## src/rtl/alu_writeback_if.sv

```systemverilog
// rtl/alu_writeback_if.sv - ALU result producer / register-file consumer bus
interface alu_writeback_if;
  logic       in_valid;
  logic       in_ready;
  logic [7:0] in_result;
  logic [2:0] in_flags;
  logic [2:0] in_dest;
  logic       in_flag_we;
  logic       out_valid;
  logic       out_ready;
  logic [7:0] out_result;
  logic [2:0] out_dest;

  // Driver of results and consumer of the head entry (ALU + register file side)
  modport master (
    output in_valid, in_result, in_flags, in_dest, in_flag_we, out_ready,
    input  in_ready, out_valid, out_result, out_dest
  );

  // The writeback buffer itself
  modport slave (
    input  in_valid, in_result, in_flags, in_dest, in_flag_we, out_ready,
    output in_ready, out_valid, out_result, out_dest
  );
endinterface

```

## src/rtl/alu_writeback.sv

```systemverilog
// rtl/alu_writeback.sv - ALU result writeback buffer with architectural status flags
module alu_writeback #(
  parameter int DEPTH = 2
) (
  input  logic            clock,
  input  logic            reset,
  alu_writeback_if.slave  bus,
  output logic [2:0]      status_flags,
  output logic            full,
  output logic            empty
);

  localparam int PW = (DEPTH > 2) ? $clog2(DEPTH) : 1;
  localparam int CW = $clog2(DEPTH + 1);
  localparam logic [PW-1:0] LAST_SLOT  = PW'(DEPTH - 1);
  localparam logic [CW-1:0] FULL_COUNT = CW'(DEPTH);

  logic [7:0]    result_mem [DEPTH];
  logic [2:0]    dest_mem   [DEPTH];
  logic [PW-1:0] wr_ptr;
  logic [PW-1:0] rd_ptr;
  logic [CW-1:0] count;
  logic [7:0]    hold_result;
  logic [2:0]    hold_dest;
  logic          push;
  logic          pop;

  // Pointers walk 0..DEPTH-1 and wrap back to slot 0
  function automatic logic [PW-1:0] next_ptr(input logic [PW-1:0] ptr);
    return (ptr == LAST_SLOT) ? '0 : ptr + PW'(1);
  endfunction

  assign full          = (count == FULL_COUNT);
  assign empty         = (count == '0);
  assign bus.in_ready  = !full && !reset;
  assign bus.out_valid = !empty && !reset;
  assign push          = bus.in_valid && bus.in_ready;
  assign pop           = bus.out_valid && bus.out_ready;

  // When the buffer drains, keep presenting the last entry that left it
  assign bus.out_result = empty ? hold_result : result_mem[rd_ptr];
  assign bus.out_dest   = empty ? hold_dest   : dest_mem[rd_ptr];

  // Payload storage; written only at accepting edges so idle bus values are never sampled
  always_ff @(posedge clock) begin
    if (push) begin
      result_mem[wr_ptr] <= bus.in_result;
      dest_mem[wr_ptr]   <= bus.in_dest;
    end
  end

  // Occupancy, pointers, held head value and architectural flags
  always_ff @(posedge clock) begin
    if (reset) begin
      wr_ptr       <= '0;
      rd_ptr       <= '0;
      count        <= '0;
      hold_result  <= '0;
      hold_dest    <= '0;
      status_flags <= 3'b000;
    end else begin
      if (push) begin
        wr_ptr <= next_ptr(wr_ptr);
        if (bus.in_flag_we) begin
          status_flags <= bus.in_flags;
        end
      end
      if (pop) begin
        rd_ptr      <= next_ptr(rd_ptr);
        hold_result <= result_mem[rd_ptr];
        hold_dest   <= dest_mem[rd_ptr];
      end
      case ({push, pop})
        2'b10:   count <= count + CW'(1);
        2'b01:   count <= count - CW'(1);
        default: count <= count;
      endcase
    end
  end

endmodule

```

## src/flat_wrapper.sv

```systemverilog
// flat-port wrapper written by rule: the top's interface ports become plain ports
module alu_writeback_flat 
#(
  parameter int DEPTH = 2
)
  (clock, reset, status_flags, full, empty, bus_in_valid, bus_in_result, bus_in_flags, bus_in_dest, bus_in_flag_we, bus_out_ready, bus_in_ready, bus_out_valid, bus_out_result, bus_out_dest);
  alu_writeback_if bus_i ();
  input  logic clock;
  input  logic reset;
  output logic [2:0] status_flags;
  output logic full;
  output logic empty;
  input wire logic [$bits(bus_i.in_valid)-1:0] bus_in_valid;
  input wire logic [$bits(bus_i.in_result)-1:0] bus_in_result;
  input wire logic [$bits(bus_i.in_flags)-1:0] bus_in_flags;
  input wire logic [$bits(bus_i.in_dest)-1:0] bus_in_dest;
  input wire logic [$bits(bus_i.in_flag_we)-1:0] bus_in_flag_we;
  input wire logic [$bits(bus_i.out_ready)-1:0] bus_out_ready;
  output wire logic [$bits(bus_i.in_ready)-1:0] bus_in_ready;
  output wire logic [$bits(bus_i.out_valid)-1:0] bus_out_valid;
  output wire logic [$bits(bus_i.out_result)-1:0] bus_out_result;
  output wire logic [$bits(bus_i.out_dest)-1:0] bus_out_dest;
  assign bus_i.in_valid = bus_in_valid;
  assign bus_i.in_result = bus_in_result;
  assign bus_i.in_flags = bus_in_flags;
  assign bus_i.in_dest = bus_in_dest;
  assign bus_i.in_flag_we = bus_in_flag_we;
  assign bus_i.out_ready = bus_out_ready;
  assign bus_in_ready = bus_i.in_ready;
  assign bus_out_valid = bus_i.out_valid;
  assign bus_out_result = bus_i.out_result;
  assign bus_out_dest = bus_i.out_dest;
  alu_writeback #(.DEPTH(DEPTH)) u_core (.clock(clock), .reset(reset), .bus(bus_i), .status_flags(status_flags), .full(full), .empty(empty));
endmodule
```

## config.mk

```make
export PLATFORM = sky130hd
export DESIGN_NAME = alu_writeback_flat
export DESIGN_NICKNAME = d
export VERILOG_FILES = /design/src/rtl/alu_writeback_if.sv /design/src/rtl/alu_writeback.sv /design/src/flat_wrapper.sv
export SDC_FILE = /design/constraint.sdc
export NUM_CORES = 1
export LEC_CHECK = 0
export ABC_CLOCK_PERIOD_IN_PS = 1610
export CORE_ASPECT_RATIO = 0.5
export CORE_MARGIN = 1
export CORE_UTILIZATION = 45
export CTS_CLUSTER_SIZE = 25
export DETAILED_ROUTE_END_ITERATION = 10
export PLACE_DENSITY = 0.75
export SYNTH_ARGS = -nofsm -noshare
export SYNTH_HDL_FRONTEND = slang
export SYNTH_SLANG_ARGS = --single-unit
```

## constraint.sdc

```tcl
create_clock -name clock -period 1.61 [get_ports clock]
set_input_delay 0.322 -clock clock [delete_from_list [all_inputs] [get_ports clock]]
set_output_delay 0.322 -clock clock [all_outputs]
set_load 0.05 [all_outputs]
```

==> qor.yml, run 1 <==
portBuffers: 36
post-route-period-util: 1.095
routed_wl_um: 4722
fin_crit_ps: 1763
ir_worst_vdd_mv: 0.4422
grt_max_degree: 14
cts_tree: "built"
violations: "setup timing"
drt_iter0_markers: 36
top_layer_used: "met4"
grtUsageTotal: 0.2398
finalPower_mw: 3.621
place_hpwl_um: 2700
synth_warnings: 0
antenna_found_initial: 0
dr_wl_met3_um: 248
hold_buffers: 0
drv_slew: 0
path_class: "reg -> out"
rows: 15
dr.pass1.iters: 4
arrival_ps: 1440
cp-end-kind: "output port"
clock-sinks: 41
io_pins: 37
cap_violations: 0
die_h_um: 45.76
die_area_um2: 4095
synth_top_area_frac: 0.3834
nNetsFinal: 217
setup_viol: 14
setup_ws_ps: -153.5
place_congestion: 0.7268
path_clk_slew_ps: 80
grt.overflow.total: 0
fillerInstances: 165
worst_path_max_delay_cell: "dfxtp_4"
antenna_cells: 0
crit_family: "flip-flops"
viasPerCell: 5.458
yosysTopAreaCell: "edfxtp_1"
ys_seq_area_frac: 0.6042
grt_pass1_wl_um: 6762
synth_cell_types: 29
syn_area_um2: 1723
syn_nets: 159
synth-seq-cells: 41
critPathMostFrequentCell: "buf_12"
cp.required_ps: 1290
worstSkewPairLatency_ps: 290
die_w_um: 89.51
layout_common_cells: "edfxtp_1 (22), buf_12 (19), buf_4 (18)"
drc: 0
fmaxAchievable_mhz: 567.1
cp-start-kind: "register"
drt-met1-wl_um: 1962
avgRoutedWirePerCell_um: 18.96
htreeDepth: 2
wl_met2_um: 2411
postRouteAntennaNets: 0
hold_class: "reg -> reg"
whs_path_depth: 2
synth_cells: 139
ys_top_cells_by_area: "edfxtp_1 (38%), dfxtp_1 (22%), mux2i_1 (6.4%)"
power.density_nw_per_um2: 1212
tightest_slew_ps: 324.4
final_common_cell: "edfxtp_1"
status: "complete, but fails checks"
path_max_fanout: 6
leakage_nw: 1.077
path_buf_inv: 2
syn_area_per_cell_um2: 12.39
cts_root_buf: "clkbuf_8"
max_slew_margin: 0.7795
fin_skew_ps: 10.54
cts_made_buffers: 5
slowest_delay_ps: 390
pre_cts_ws_ps: -371.0
grt_pass1_vias: 1331
vias: 1359
stdcell_count: 249
hold_violations: 0
syn2layout_area_growth_pct: 73.42
final_layout_size_suffix_gt1_frac: 0.5556
ff2ff_path_depth: 7
grt_setup_unrepaired: "yes"
crit_chain: "buf_12 -> mux2i_2 -> a21oi_4 -> buf_12"
start_util: 0.4857
dpl.cell_count: 236
core_um2: 3547
tns_ps: -1630
clk_path_buf_depth: 2
cp.depth: 4
-- tightest hold or removal path, stage by stage (launching register included) --
cell	delay, ps
dfxtp_1	340
o211ai_2	70
o21ai_1	60
-- synthesized netlist by cell type --
library cell,n
o211ai_2,8
a21bo_2,1
or3_1,1
xnor2_1,1
nor2b_4,1
inv_4,1
nor2_1,14
nand3b_1,1
buf_4,1
mux2_2,3
xor2_1,1
nand2_1,1
ha_1,1
or2_1,1
buf_6,1
nor2b_1,3
nand2b_2,1
o21ai_0,4
mux2i_1,11
buf_2,6
a21oi_1,13
o21ai_1,10
dfxtp_1,19
inv_1,5
and3_1,1
nand3_2,2
buf_8,1
edfxtp_1,22
o211ai_1,4
-- area by class of cell --
cell class | count | area, µm² | share of cell area
Inverter | 6 | 40.04 | 0.01340
Sequential cell | 41 | 1047 | 0.3505
Tap cell | 51 | 63.81 | 0.02136
Timing Repair Buffer | 60 | 810.8 | 0.2714
Clock buffer | 6 | 72.57 | 0.02429
Multi-Input combinational cell | 83 | 943.4 | 0.3157
Clock inverter | 2 | 10.01 | 0.003350
-- repair_timing --
item	CTS	global route
buffers inserted	1	2
setup endpoints to repair	16	15
pin swaps	5	6
cloned	2	2
gates resized for setup	40	24
-- final timing paths --
path / startpoint / end / slack (ps)
max reg2reg: u_core.count[0] / u_core.count[1] / -20
min: u_core.hold_result[2] / u_core.hold_result[2] / 510
min reg2reg: u_core.hold_result[2] / u_core.hold_result[2] / 510
max: register / bus_out_result[4] / -150
-- flip-flops by register name (all words and copies together) (netlist names), named ones only --
name and flops:
u_core.hold_result 8, u_core.wr_ptr 1, u_core.status_flags 3, u_core.dest_mem 6, u_core.hold_dest 3, u_core.rd_ptr 1
u_core.result_mem 16, u_core.count 2
-- through the flow --
stage | hold slack [ps] | util | area (µm²)
finish | 514.3 | 0.8423 | 2988
global route | 536.4 | 0.8423 | 2988
CTS | 487.6 | 0.7944 | 2818
detailed placement | 465.4 | 0.7160 | 2540
global placement | 449.3 | 0.7160 | 2540
floorplan | 420.9 | - | 1861
-- power by group --
| group | total [mW] | switching, mW | internal (mW) | leakage, nW |
|---|---|---|---|---|
| sequential | 1.23 | 0.0567 | 1.17 | 0.358 |
| clock | 0.641 | 0.341 | 0.300 | 0.0450 |
| combinational | 1.75 | 0.916 | 0.837 | 0.674 |
| total | 3.62 | 1.31 | 2.31 | 1.08 |
-- routing by layer --
layer,GRT usage,vias to the layer above
li1,-,620
met1,0.2927,666
met2,0.4137,60
met3,0.07246,13
met4,0.08571,0
met5,0,-
-- logic make-up after synthesis --
kind of cell | after synthesis | share of synthesized area
and+or+nand+nor | 26 | 0.08352
adders and majority gates | 1 | 0.007261
AOI/OAI and AO/OA | 40 | 0.1598
muxes | 14 | 0.08352
buffers and inverters | 15 | 0.05156
xor gates and xnor gates | 2 | 0.01017
DFF | 41 | 0.6042
Power figures use the tool's default switching activity.
==> inputs of run 2 (changes only) <==
--- a/config.mk
+++ b/config.mk
@@ -7,7 +7,7 @@
 export LEC_CHECK = 0
 export ABC_CLOCK_PERIOD_IN_PS = 1610
 export CORE_ASPECT_RATIO = 0.5
-export CORE_MARGIN = 1
+export CORE_MARGIN = 8
 export CORE_UTILIZATION = 45
 export CTS_CLUSTER_SIZE = 25
 export DETAILED_ROUTE_END_ITERATION = 10
==> qor.yml, run 2 (same netlist as run 1, synthesis figures left out) <==
clock-sinks: 41  # unchanged
ir_worst_vdd_mv: 0.7202  # +63%
vias: 1312  # -3.5%
fmaxAchievable_mhz: 575.8  # +1.5%
avgRoutedWirePerCell_um: 18.50  # -2.5%
fin_crit_ps: 1737  # -26.73 ps
start_util: 0.4554  # -0.03036
tightest_slew_ps: 552.0  # +227.6 ps
largest_reg_flops: 16  # unchanged
crit_family: "flip-flops"
worstSkewPairLatency_ps: 290  # about the same
die_area_um2: 6185  # +51%
grt_pass1_vias: 1481  # +11%
grt_setup_unrepaired: "yes"
routed_wl_um: 4550  # -3.6%
top_regs: "u_core.result_mem (16), u_core.hold_result (8), u_core.dest_mem (6)"
place_congestion: 0.7342  # +1.0%
cts_made_buffers: 5  # unchanged
setup_viol: 12  # -2
place_hpwl_um: 2954  # +9.4%
whs_path_depth: 1  # -1
cp-start-kind: "register"
syn2layout_area_growth_pct: 70.88
viasPerCell: 5.333  # -2.3%
path_clk_slew_ps: 70  # about the same
setup_ws_ps: -126.7  # +26.72 ps
utilization: 0.7781  # -0.06422
final_common_cell: "edfxtp_1"
worst_path_max_delay_cell: "dfxtp_2"
violations: "setup timing"
portBuffers: 36  # unchanged
antenna_found_initial: 0  # unchanged
dr.pass1.iters: 4  # unchanged
cp.required_ps: 1290  # about the same
fin_skew_ps: 6.987  # -3.554 ps
intPower_mw: 2.411  # +4.4%
leakage_nw: 1.041  # -3.4%
drv_slew: 0  # unchanged
power.density_nw_per_um2: 1260  # +4.0%
htreeDepth: 2  # unchanged
pwr-share-clk: 0.217  # +0.040
path_max_fanout: 7  # +1
ff2ff_path_depth: 7  # unchanged
post-route-period-util: 1.079  # -0.01660
tns_ps: -1330  # +299.8 ps
cts_tree: "built"
clk_path_buf_depth: 2  # unchanged
hold_class: "reg -> reg"
antenna_cells: 0  # unchanged
fillerInstances: 190  # +15%
grt_max_degree: 14  # unchanged
cap_violations: 0  # unchanged
core_um2: 3784  # +6.7%
status: "complete, but fails checks"
hold_violations: 0  # unchanged
cts_root_buf: "clkbuf_8"
die_w_um: 103.5  # +16%
cp.depth: 4  # unchanged
rows: 16  # +1
max_slew_margin: 0.6316  # -0.1479
nNetsFinal: 211  # -2.8%
final_layout_size_suffix_gt1_frac: 0.5313  # -0.02431
cp-end-kind: "output port"
grt_pass1_wl_um: 7458  # +10%
grt.overflow.total: 0  # unchanged
grtUsageTotal: 0.1545  # -0.08531
arrival_ps: 1410  # -30 ps
crit_chain: "or2_4 -> buf_16 -> a21oi_4 -> buf_12"
path_buf_inv: 2  # unchanged
path_class: "reg -> out"
drt_iter0_markers: 42  # +17%
p_comb_frac: 0.453  # -0.031
layout_common_cells: "edfxtp_1 (22), buf_12 (18), clkdlybuf4s50_1 (17)"
slowest_delay_ps: 330  # -60 ps
top_register: "u_core.result_mem"
die_h_um: 59.76  # +31%
p_sw_mw: 1.300  # -0.99%
hold_buffers: 0  # unchanged
p_sw_frac: 0.3503  # -0.01225
drc: 0  # unchanged
io_pins: 37  # unchanged
power_frac_seq: 0.331  # -0.008
postRouteAntennaNets: 0  # unchanged
==> run 2: power groups by stage <==
stage	Sequential [mW]	Combinational [mW]	Clock [mW]
global route	1.23	1.75	0.856
detailed placement	1.22	1.40	0
global placement	1.22	1.37	0
CTS	1.22	1.62	0.800
finish	1.23	1.68	0.804
floorplan	1.23	0.802	0
==> run 2: final timing paths <==
kind                         from         endpoint  slack [ps]
setup / recovery  u_core.count[1]  bus_out_dest[2]        -130
hold reg to reg     u_core.rd_ptr    u_core.rd_ptr         490
setup reg to reg  u_core.count[1]  u_core.count[1]          30
hold / removal      u_core.rd_ptr    u_core.rd_ptr         490
==> run 2: cell type report <==
type	instances	area, µm²	area share
Sequential cell	41	1047	0.3557
Clock buffer	6	72.57	0.02465
Timing Repair Buffer	54	709.4	0.2410
Clock inverter	2	33.78	0.01147
Tap cell	54	67.56	0.02295
Inverter	6	37.54	0.01275
Multi-Input combinational cell	83	975.9	0.3315
==> run 2: per-stage QoR <==
step	std cells	total power, mW	hold slack, ps	area (µm²)	setup WS (ps)
3_3_place_gp	235	2.591	448.2	2489	-241.8
4_1_cts	245	3.646	475.1	2883	-134.4
2_1_floorplan	139	2.036	420.9	1861	-178.5
3_5_place_dp	235	2.623	471.6	2489	-354.6
6_report	246	3.711	489.7	2944	-126.7
5_1_grt	246	3.837	527.0	2944	-160.8
==> run 2: layer usage <==
| layer | global-route usage | up-vias | share of wire |
|---|---|---|---|
| met5 | 0 | - | 0 |
| met2 | 0.2871 | 29 | 0.51 |
| met1 | 0.1646 | 665 | 0.43 |
| li1 | - | 610 | - |
| met3 | 0.05161 | 8 | 0.046 |
| met4 | 0.05372 | 0 | 0.017 |
==> run 2: worst reg2reg max path: cells and delay by family, from the launching register on <==
kind,cells,cell delay [ps]
flops,1,330
xor+xnor,1,120
fa+ha+maj,1,150
buf+inv,1,50
simple gates,3,740
compound gates,1,130
==> run 2: repair_timing <==
action	CTS	global route
resized for setup	58	14
setup buffers	1	1
pin swaps	3	4
cloned	1	0
setup endpoints to repair	16	16
